**config.mk**
```make
export PLATFORM = sky130hd
export DESIGN_NAME = regfile_sb_flat
export DESIGN_NICKNAME = d
export VERILOG_FILES = /design/src/rtl/regfile_sb_pkg.sv /design/src/rtl/regfile_sb_if.sv /design/src/rtl/regfile_sb_mux8.sv /design/src/rtl/regfile_sb.sv /design/src/flat_wrapper.sv
export SDC_FILE = /design/constraint.sdc
export NUM_CORES = 1
export LEC_CHECK = 0
export BUFFER_PORTS_ARGS = -buffer_cell sky130_fd_sc_hd__buf_4
export CAP_MARGIN = 0
export CORE_ASPECT_RATIO = 0.7
export CORE_MARGIN = 1
export CORE_UTILIZATION = 33
export DETAILED_ROUTE_END_ITERATION = 16
export SYNTH_ARGS = -nofsm -noshare
export SYNTH_HDL_FRONTEND = slang
export SYNTH_HIERARCHICAL = 1
export SYNTH_SLANG_ARGS = --single-unit
```
**constraint.sdc**
```tcl
create_clock -name clk -period 3.45 [get_ports clk]
set_input_delay 0.1725 -clock clk [delete_from_list [all_inputs] [get_ports clk]]
set_output_delay 0.1725 -clock clk [all_outputs]
set_load 0.01 [all_outputs]
```
**src/rtl/regfile_sb_pkg.sv**
```systemverilog
// Shared LC-3b datapath types used by the register file, its interface and the operand muxes.
package lc3b_types;
    localparam int WORD_W = 16;
    localparam int NREGS  = 8;

    typedef logic [WORD_W-1:0] lc3b_word;
    typedef logic [2:0]        lc3b_reg;
endpackage

```
**src/rtl/regfile_sb_if.sv**
```systemverilog
// Decode/write-back side bundle of the scoreboarded register file.
interface regfile_sb_if;
    import lc3b_types::*;

    logic       wb_load;
    lc3b_reg    wb_dest;
    lc3b_word   wb_data;
    lc3b_reg    src1;
    lc3b_reg    src2;
    logic       use1;
    logic       use2;
    logic       issue_valid;
    logic       issue_load;
    lc3b_reg    issue_dest;
    logic       flush;
    lc3b_word   rd_data1;
    lc3b_word   rd_data2;
    logic       stall;
    logic [7:0] busy;

    modport master (
        output wb_load, wb_dest, wb_data, src1, src2, use1, use2,
               issue_valid, issue_load, issue_dest, flush,
        input  rd_data1, rd_data2, stall, busy
    );

    modport slave (
        input  wb_load, wb_dest, wb_data, src1, src2, use1, use2,
               issue_valid, issue_load, issue_dest, flush,
        output rd_data1, rd_data2, stall, busy
    );
endinterface

```
**src/rtl/regfile_sb_mux8.sv**
```systemverilog
// Generic 8:1 word multiplexer used for the operand read ports.
module mux8 #(
    parameter int width = 16
) (
    input  logic [2:0]       sel,
    input  logic [width-1:0] a,
    input  logic [width-1:0] b,
    input  logic [width-1:0] c,
    input  logic [width-1:0] d,
    input  logic [width-1:0] e,
    input  logic [width-1:0] f,
    input  logic [width-1:0] g,
    input  logic [width-1:0] h,
    output logic [width-1:0] out
);
    always_comb begin
        out = a;
        case (sel)
            3'd0: out = a;
            3'd1: out = b;
            3'd2: out = c;
            3'd3: out = d;
            3'd4: out = e;
            3'd5: out = f;
            3'd6: out = g;
            3'd7: out = h;
            default: out = a;
        endcase
    end
endmodule

```
**src/rtl/regfile_sb.sv**
```systemverilog
// 8 x 16-bit register file with write-through read bypass and a per-register busy
// scoreboard that stalls issue on RAW and WAW hazards.
module regfile_sb
    import lc3b_types::*;
#(
    parameter int width = WORD_W
) (
    input  logic         clk,
    input  logic         rst_n,
    regfile_sb_if.slave  rf
);
    logic [width-1:0] r_regs [NREGS];
    logic [7:0]       r_busy;

    logic [7:0]       w_busy_nxt;
    logic [width-1:0] w_mux1;
    logic [width-1:0] w_mux2;
    logic             w_hit1;
    logic             w_hit2;
    logic             w_hitd;
    logic             w_haz1;
    logic             w_haz2;
    logic             w_waw;
    logic             w_stall;
    logic             w_accept;

    // A write-back in the current cycle both bypasses the read and releases the hazard.
    assign w_hit1 = rf.wb_load && (rf.wb_dest == rf.src1);
    assign w_hit2 = rf.wb_load && (rf.wb_dest == rf.src2);
    assign w_hitd = rf.wb_load && (rf.wb_dest == rf.issue_dest);

    assign w_haz1   = rf.use1 && r_busy[rf.src1] && !w_hit1;
    assign w_haz2   = rf.use2 && r_busy[rf.src2] && !w_hit2;
    assign w_waw    = rf.issue_load && r_busy[rf.issue_dest] && !w_hitd;
    assign w_stall  = rf.issue_valid && !rf.flush && (w_haz1 || w_haz2 || w_waw);
    assign w_accept = rf.issue_valid && !w_stall && !rf.flush;

    mux8 #(.width(width)) u_mux1 (
        .sel(rf.src1),
        .a(r_regs[0]), .b(r_regs[1]), .c(r_regs[2]), .d(r_regs[3]),
        .e(r_regs[4]), .f(r_regs[5]), .g(r_regs[6]), .h(r_regs[7]),
        .out(w_mux1)
    );

    mux8 #(.width(width)) u_mux2 (
        .sel(rf.src2),
        .a(r_regs[0]), .b(r_regs[1]), .c(r_regs[2]), .d(r_regs[3]),
        .e(r_regs[4]), .f(r_regs[5]), .g(r_regs[6]), .h(r_regs[7]),
        .out(w_mux2)
    );

    assign rf.rd_data1 = w_hit1 ? rf.wb_data : w_mux1;
    assign rf.rd_data2 = w_hit2 ? rf.wb_data : w_mux2;
    assign rf.stall    = w_stall;
    assign rf.busy     = r_busy;

    // Set is applied after clear so a new producer keeps ownership of its destination.
    always_comb begin
        w_busy_nxt = r_busy;
        if (rf.flush) begin
            w_busy_nxt = '0;
        end else begin
            if (rf.wb_load)
                w_busy_nxt[rf.wb_dest] = 1'b0;
            if (w_accept && rf.issue_load)
                w_busy_nxt[rf.issue_dest] = 1'b1;
        end
    end

    always_ff @(posedge clk or negedge rst_n) begin
        if (!rst_n) begin
            r_busy <= '0;
            for (int i = 0; i < NREGS; i++)
                r_regs[i] <= '0;
        end else begin
            r_busy <= w_busy_nxt;
            if (rf.wb_load)
                r_regs[rf.wb_dest] <= rf.wb_data;
        end
    end
endmodule

```
**src/flat_wrapper.sv**
```systemverilog
// flat-port wrapper written by rule: the top's interface ports become plain ports
module regfile_sb_flat import lc3b_types::*;
#(
    parameter int width = WORD_W
)
  (clk, rst_n, rf_wb_load, rf_wb_dest, rf_wb_data, rf_src1, rf_src2, rf_use1, rf_use2, rf_issue_valid, rf_issue_load, rf_issue_dest, rf_flush, rf_rd_data1, rf_rd_data2, rf_stall, rf_busy);
  regfile_sb_if rf_i ();
  input  logic clk;
  input  logic rst_n;
  input wire logic [$bits(rf_i.wb_load)-1:0] rf_wb_load;
  input wire logic [$bits(rf_i.wb_dest)-1:0] rf_wb_dest;
  input wire logic [$bits(rf_i.wb_data)-1:0] rf_wb_data;
  input wire logic [$bits(rf_i.src1)-1:0] rf_src1;
  input wire logic [$bits(rf_i.src2)-1:0] rf_src2;
  input wire logic [$bits(rf_i.use1)-1:0] rf_use1;
  input wire logic [$bits(rf_i.use2)-1:0] rf_use2;
  input wire logic [$bits(rf_i.issue_valid)-1:0] rf_issue_valid;
  input wire logic [$bits(rf_i.issue_load)-1:0] rf_issue_load;
  input wire logic [$bits(rf_i.issue_dest)-1:0] rf_issue_dest;
  input wire logic [$bits(rf_i.flush)-1:0] rf_flush;
  output wire logic [$bits(rf_i.rd_data1)-1:0] rf_rd_data1;
  output wire logic [$bits(rf_i.rd_data2)-1:0] rf_rd_data2;
  output wire logic [$bits(rf_i.stall)-1:0] rf_stall;
  output wire logic [$bits(rf_i.busy)-1:0] rf_busy;
  assign rf_i.wb_load = rf_wb_load;
  assign rf_i.wb_dest = rf_wb_dest;
  assign rf_i.wb_data = rf_wb_data;
  assign rf_i.src1 = rf_src1;
  assign rf_i.src2 = rf_src2;
  assign rf_i.use1 = rf_use1;
  assign rf_i.use2 = rf_use2;
  assign rf_i.issue_valid = rf_issue_valid;
  assign rf_i.issue_load = rf_issue_load;
  assign rf_i.issue_dest = rf_issue_dest;
  assign rf_i.flush = rf_flush;
  assign rf_rd_data1 = rf_i.rd_data1;
  assign rf_rd_data2 = rf_i.rd_data2;
  assign rf_stall = rf_i.stall;
  assign rf_busy = rf_i.busy;
  regfile_sb #(.width(width)) u_core (.clk(clk), .rst_n(rst_n), .rf(rf_i));
endmodule
```
**Word level (Yosys, flattened, before mapping)**

Index checks and enable logic that the tools add are counted.

- Bits in registers: 136
- Bits in latches: 0
- Bits in writable memories: 0
- Memory bits (read-only): 0
- Bits of input ports: 36
- Output and inout port bits: 41
- Word-level logic and storage cells: 85
- Memories: 0

- Add/subtract/negate cells: 0
- $mul: 0
- Divide/modulo/power cells: 0
- Magnitude comparators: 8
- Eq/ne operators: 17
- Shift-type cells: 0
- Multiplexer cells: 21
- Bitwise gates (word level): 4
- Reduce and logical (&&, ||, !) cells: 26

Operators by type and width:

| kind | count |
|---|---|
| $pmux 16 s8 | 2 |
| $bwmux 128 | 1 |
| $demux 16 s3 | 1 |
| $mux 16 | 3 |
| $mux 8 | 4 |
| $eq 3x3->1 const B | 8 |
| $logic_and 1x1->1 | 17 |
| $lt 3x4->1 const B | 4 |
| $eq 3x2->1 const B | 4 |
| $bmux 1 s3 | 3 |
| $eq 3x3->1 | 3 |
| $and 8x8->8 | 1 |
| $not 8->8 | 1 |
| $or 8x8->8 | 1 |
| $demux 1 s3 | 2 |
| $eq 3x1->1 const B | 2 |
| $ge 3x1->1 const B | 2 |
| $logic_not 3->1 | 2 |
| $logic_not 1->1 | 5 |
| $mux 1 | 5 |
| $ge 4x4->1 const B | 1 |
| $lt 4x1->1 const B | 1 |
| $not 3->4 | 1 |
| $logic_or 1x1->1 | 2 |

**Logic depth before layout (Yosys ltp)**

- Word-level depth: 13
- Mapped depth: 7

**Cells and area by module**

The synthesis kept the hierarchy.

Modules (own cells, without submodules):

| module | instances | cells each | area each (µm²) | sequential area each (µm²) |
|---|---|---|---|---|
| regfile_sb | 1 | 419 | 6039.5 | 3403.3 |
| mux8 | 2 | 177 | 1114.8 | 0.0 |

**Worst setup path before layout**

Ideal clock, no wire load.

- Kind: reg2reg
- From: reg u_core.r_busy[5], in the netlist u_core/rf.busy[5]
- To: reg u_core.r_busy[0], in the netlist u_core/rf.busy[0]
- Arrival: 1.528 ns
- Data required time: 3.374 ns
- Setup slack: 1.846 ns
- Cell stages (with the launch flop): 6
- Path buffers: 0
- Clock period less this slack: 1.604 ns
- Cell sequence: dfrtp_1 -> mux2_4 -> or3_1 -> and4_4 -> a41o_4 -> o21ai_1

- Longest elaborated chain between the ends: 13
- Elaborated cells between the ends (all ways): 21
- Those cells by class: mux: 8; reduce/logical: 13

Ends and longest elaborated chain:

| what | line | text |
|---|---|---|
| start, declared | regfile_sb.sv:13 | `logic [7:0] r_busy;` |
| start signal, assigned | regfile_sb.sv:76 | `r_busy <= w_busy_nxt;` |
| $bmux 1 s3, on equally long branches | regfile_sb.sv:32, regfile_sb.sv:33 |  |
| $mux 1, on equally long branches | regfile_sb.sv:32, regfile_sb.sv:33 |  |
| $logic_and 1x1->1, on equally long branches (2 in a row) | regfile_sb.sv:32, regfile_sb.sv:33 |  |
| $logic_or 1x1->1 | regfile_sb.sv:35 | `assign w_stall = rf.issue_valid && !rf.flush && (w_haz1 \|\| w_haz2 \|\| w_waw);` |
| $logic_or 1x1->1 (*) | regfile_sb.sv:35 |  |
| $logic_and 1x1->1 (*) | regfile_sb.sv:35 |  |
| $logic_not 1->1 (*) | regfile_sb.sv:36 | `assign w_accept = rf.issue_valid && !w_stall && !rf.flush;` |
| $logic_and 1x1->1 (*) (2 in a row) | regfile_sb.sv:36 |  |
| $logic_and 1x1->1 (*) | regfile_sb.sv:65 | `if (w_accept && rf.issue_load)` |
| $mux 8 (*) | regfile_sb.sv:65 |  |
| $mux 8 (*) | regfile_sb.sv:60 | `if (rf.flush) begin` |
| named net u_core.w_busy_nxt[0] | regfile_sb.sv:15 | `logic [7:0] w_busy_nxt;` |

Mark *: on every way through the listed nets, which the timed path passes. The rest lies on a longest branch. The select of a mux whose other input is x is not followed.
A chain may end at the register's enable or synchronous reset.

**Final worst setup path**

- From: in rf_src1[1]
- To: out rf_rd_data1[1]

- Longest elaborated chain between the ends: 3
- Elaborated cells between the ends (all ways): 12
- Those cells by class: eq/ne: 8; mux: 2; reduce/logical: 2

Ends and longest elaborated chain:

| what | line | text |
|---|---|---|
| start, declared | flat_wrapper.sv:13 | `input wire logic [$bits(rf_i.src1)-1:0] rf_src1;` |
| $eq 3x3->1 (tied with other cells) | regfile_sb_mux8.sv:18 | `case (sel)` |
| $pmux 16 s8 (*) | regfile_sb_mux8.sv:18 |  |
| named net u_core.w_mux1[1] | regfile_sb.sv:16 | `logic [width-1:0] w_mux1;` |
| $mux 16 (*) | regfile_sb.sv:52 | `assign rf.rd_data1 = w_hit1 ? rf.wb_data : w_mux1;` |
| end, declared | flat_wrapper.sv:21 | `output wire logic [$bits(rf_i.rd_data1)-1:0] rf_rd_data1;` |

Mark *: on every way through the listed nets, which the timed path passes. The rest lies on a longest branch.

==> qor.csv <==
stage;metric;value;unit
critical_path;CP Cell Sequence;buf_4, nor2b_4, and2_1, a22oi_1, a31oi_1, mux2_2, buf_4;
synthesis;asr flop ratio synth;1.00;
floorplan;IO Pins;77;
min_path;Hold/Removal Path Class;in -> reg;
timing;hold violation total from the final report;0;
timing;Rel. slew slack;0.216;
synthesis;commonest cells in the netlist;141 x mux2_2, 136 x dfrtp_1, 48 x a22oi_1;
cells_and_area;diode count;0;
cells_and_area;synthesis-to-layout area growth;15.7;%
critical_path;Crit Reg-Reg Startpoint;u_core/rf.busy[1]$_DFF_PN0_;
detailed_routing;DR vias;6570;
placement;input/output buffers;76;
detailed_routing;DRC violations left;0;
floorplan;die area;0.0257;sq mm
critical_path;slowest CP cell;and2_1;
critical_path;delay-heaviest family, CP;simple AND/OR/NAND/NOR gates;
detailed_routing;drt via density;5.70;
synthesis;register area share after synthesis;0.412;
synthesis;Post-Syn Area;0.00827;sq mm
critical_path;CP max FO;35;
timing;FMAX;409;MHz
clocking;Clock Path Buffers;2;
timing;min Tclk post-route;2.45;ns
placement;Routability Congestion;0.828;
timing;final setup violation count;0;
power;VDD IR max;0.248;mV
critical_path;R2R depth;5;
min_path;Hold Crit Endpoint;u_core/rf.busy[4]$_DFF_PN0_;
timing;worst hold margin;0.0222;ns
critical_path;max incr delay on CP;0.59;ns
synthesis;Avg Synthesized Cell Area;10.7;sq um
global_routing;initial antenna violation count;0;
placement;DP Cell Count;1120;
synthesis;Primary FF master, synth;dfrtp_1;
timing;crit share post-route;0.709;
floorplan;Starting Density;0.336;
global_routing;largest net degree at the start of global routing;86;
synthesis;#FFs+latches synth;136;
power;Power Dens Cells;546;mW/mm^2
synthesis;count leader, synth;mux2_2;
timing;final max-slew violation count;0;
critical_path;Crit Reg-Reg Endpoint;u_core/rf.busy[5]$_DFF_PN0_;
critical_path;WP data required;3.28;ns
clocking;CTS buffer count;17;
power;Design Power;5.23;mW
job;max_cap viols;0;
power;Leakage;4.03;nW
detailed_routing;Routed wire per std cell;21.1;microns
synthesis;Area contributors post-synth;dfrtp_1 41%, mux2_2 19%, mux2i_1 4.4%, a22oi_1 4.4%, mux2_1 3.0%;
timing;Clock Skews;0.00569;ns
floorplan;CORE AREA;0.0246;sq mm
cells_and_area;Post-Layout Inst Area;0.00957;sq mm
timing;RSZ-0062 raised after global routing;no;
critical_path;internal reg-to-reg setup slack;1.64;ns
synthesis;Synth Area in Simple Gates;0.129;
clocking;CTS Sinks;136;
timing;Worst-Margin Slew;1.17;ns
placement;dpl hpwl;15.2;mm
global_routing;gr ovfl total;0;
detailed_routing;post-route ant nets;0;
cells_and_area;Nets;851;
detailed_routing;drt total wl;24.4;mm
detailed_routing;DRT Pass-1 Iters;5;
min_path;min-delay src;rf_flush;
clocking;cts repair resizes;0;
status;status;completed;
clocking;Clock Pin Slew Worst Setup and Hold Paths;0.06;ns
global_routing;vias in the first global route;6332;
global_routing;first-pass GRT wire length;37.9;mm
synthesis;Post-Synthesis Cells;773;
cells_and_area;share of post-route cells with drive strength above 1;0.344;
critical_path;Critical Path End Type;primary output;
placement;area post-placement;0.00897;sq mm
cells_and_area;non-filler cells, final;1153;
timing;setup TNS;0;ns
synthesis;largest family of logic cells by synthesized area;multiplexers;
synthesis;xor/xnor share of the synthesized area;0.00953;
critical_path;WP data arrival;2.27;ns
critical_path;cell mode on critical path;buf_4;
global_routing;GR Util All Layers;0.196;
synthesis;Yosys cell types;50;
critical_path;Buf/Inv on CP;2;
synthesis;Syn Nets;809;
synthesis;yosys warns;6;
synthesis;Synth top area share;0.412;
critical_path;kind of critical path;in -> out;
detailed_routing;number of DRC markers in iteration 0;650;
min_path;WHS Path Cells;2;
floorplan;Die Y;134;microns
synthesis;Yosys top cell by area;dfrtp_1;
clocking;CTS Root Cell;clkbuf_16;
clocking;CTS tree;done;
critical_path;Critical Path Start Type;input port;
synthesis;Post-synth EDFFs;0;
synthesis;Synth Area in Adders;0;
synthesis;proportion of synthesized area in mux cells;0.267;
floorplan;Die Wd;191;microns
synthesis;post-synthesis compound-gate area fraction;0.126;
floorplan;FP Rows;48;
clocking;htree depth;4;
clocking;Skew-Pair Late Insertion Delay;0.44;ns
area by class of cell:
class                      count  area [sq um]
multi-input combinational    556          4420
fill                        2414         15100
tap                          325           407
clock inverter                 8          93.8
sequential                   136          3400
inverter                      11          41.3
clock buffer                  24           492
timing repair buffer          93           717
worst register-to-register path: stages (launching register included):
cell and delay [ns]:
dfrtp_1 0.45, nor2b_1 0.17, a2111oi_0 0.43, a311oi_1 0.14
a41o_4 0.37, o21ai_1 0.17
sequential cells by signal, indices dropped and copies added, names as in the netlist:
| name | count |
|---|---|
| u_core/r_regs | 128 |
| u_core/rf.busy | 8 |
cell usage in the layout (no fill, tap or decap), types with 9 or more instances in the layout:
| cell | netlist | routed |
|---|---|---|
| mux2_1 | 22 | 22 |
| dfrtp_1 | 136 | 136 |
| nor2_1 | 45 | 45 |
| o21ai_0 | 26 | 26 |
| mux2i_1 | 36 | 36 |
| nand2b_1 | 31 | 31 |
| nand2_1 | 34 | 34 |
| a21oi_1 | 25 | 25 |
| a31oi_1 | 25 | 25 |
| clkbuf_16 | 0 | 17 |
| nand3_1 | 30 | 30 |
| inv_1 | 11 | 11 |
| xnor2_1 | 9 | 9 |
| mux2_2 | 141 | 141 |
| buf_4 | 9 | 90 |
| a22oi_1 | 48 | 48 |
power by group:
| part | leakage (nW) | internal, mW | switching [mW] |
|---|---|---|---|
| Sequential | 1.65 | 1.93 | 0.247 |
| Clock | 0.294 | 1.13 | 0.683 |
| Combinational | 2.09 | 0.662 | 0.571 |
| Total | 4.03 | 3.73 | 1.50 |
routing by layer:
metal	GRT usage	part of all wire
met1	0.298	0.49
met2	0.272	0.42
met3	0.0419	0.074
met4	0.0626	0.018
met5	0	0
per-stage QoR:
step / setup slack (ns) / util
5_1_grt: 0.915 / 0.389
3_5_place_dp: 1.06 / 0.364
3_3_place_gp: 1.10 / 0.364
4_1_cts: 1.06 / 0.389
2_1_floorplan: 1.85 / -
6_report: 1.00 / 0.389
how the worst max path moves through the flow:
stage | startpoint | endpoint | cells past startpoint
after global placement | rf_src1[1] | rf_rd_data1[1] | 7
final | rf_src1[1] | rf_rd_data1[1] | 7
after global routing | rf_src1[1] | rf_rd_data1[1] | 7
after CTS | rf_src1[1] | rf_rd_data1[1] | 7
after floorplan | u_core/rf.busy[5]$_DFF_PN0_ | u_core/rf.busy[0]$_DFF_PN0_ | 5
after detailed placement | rf_src1[1] | rf_rd_data1[1] | 7
repair_timing:
| action | in CTS | in global routing |
|---|---|---|
| hold buffers | 1 | 0 |
| endpoints found under the hold margin | 84 | 0 |
| buffers inserted | 0 | 0 |
kinds of logic after synthesis:
group,after synthesis
AOI/OAI and AO/OA,156
xor gates and xnor gates,9
DFF,136
muxes,200
buffers and inverters,81
and+or+nand+nor,191
(Power assumes the default switching activity.)
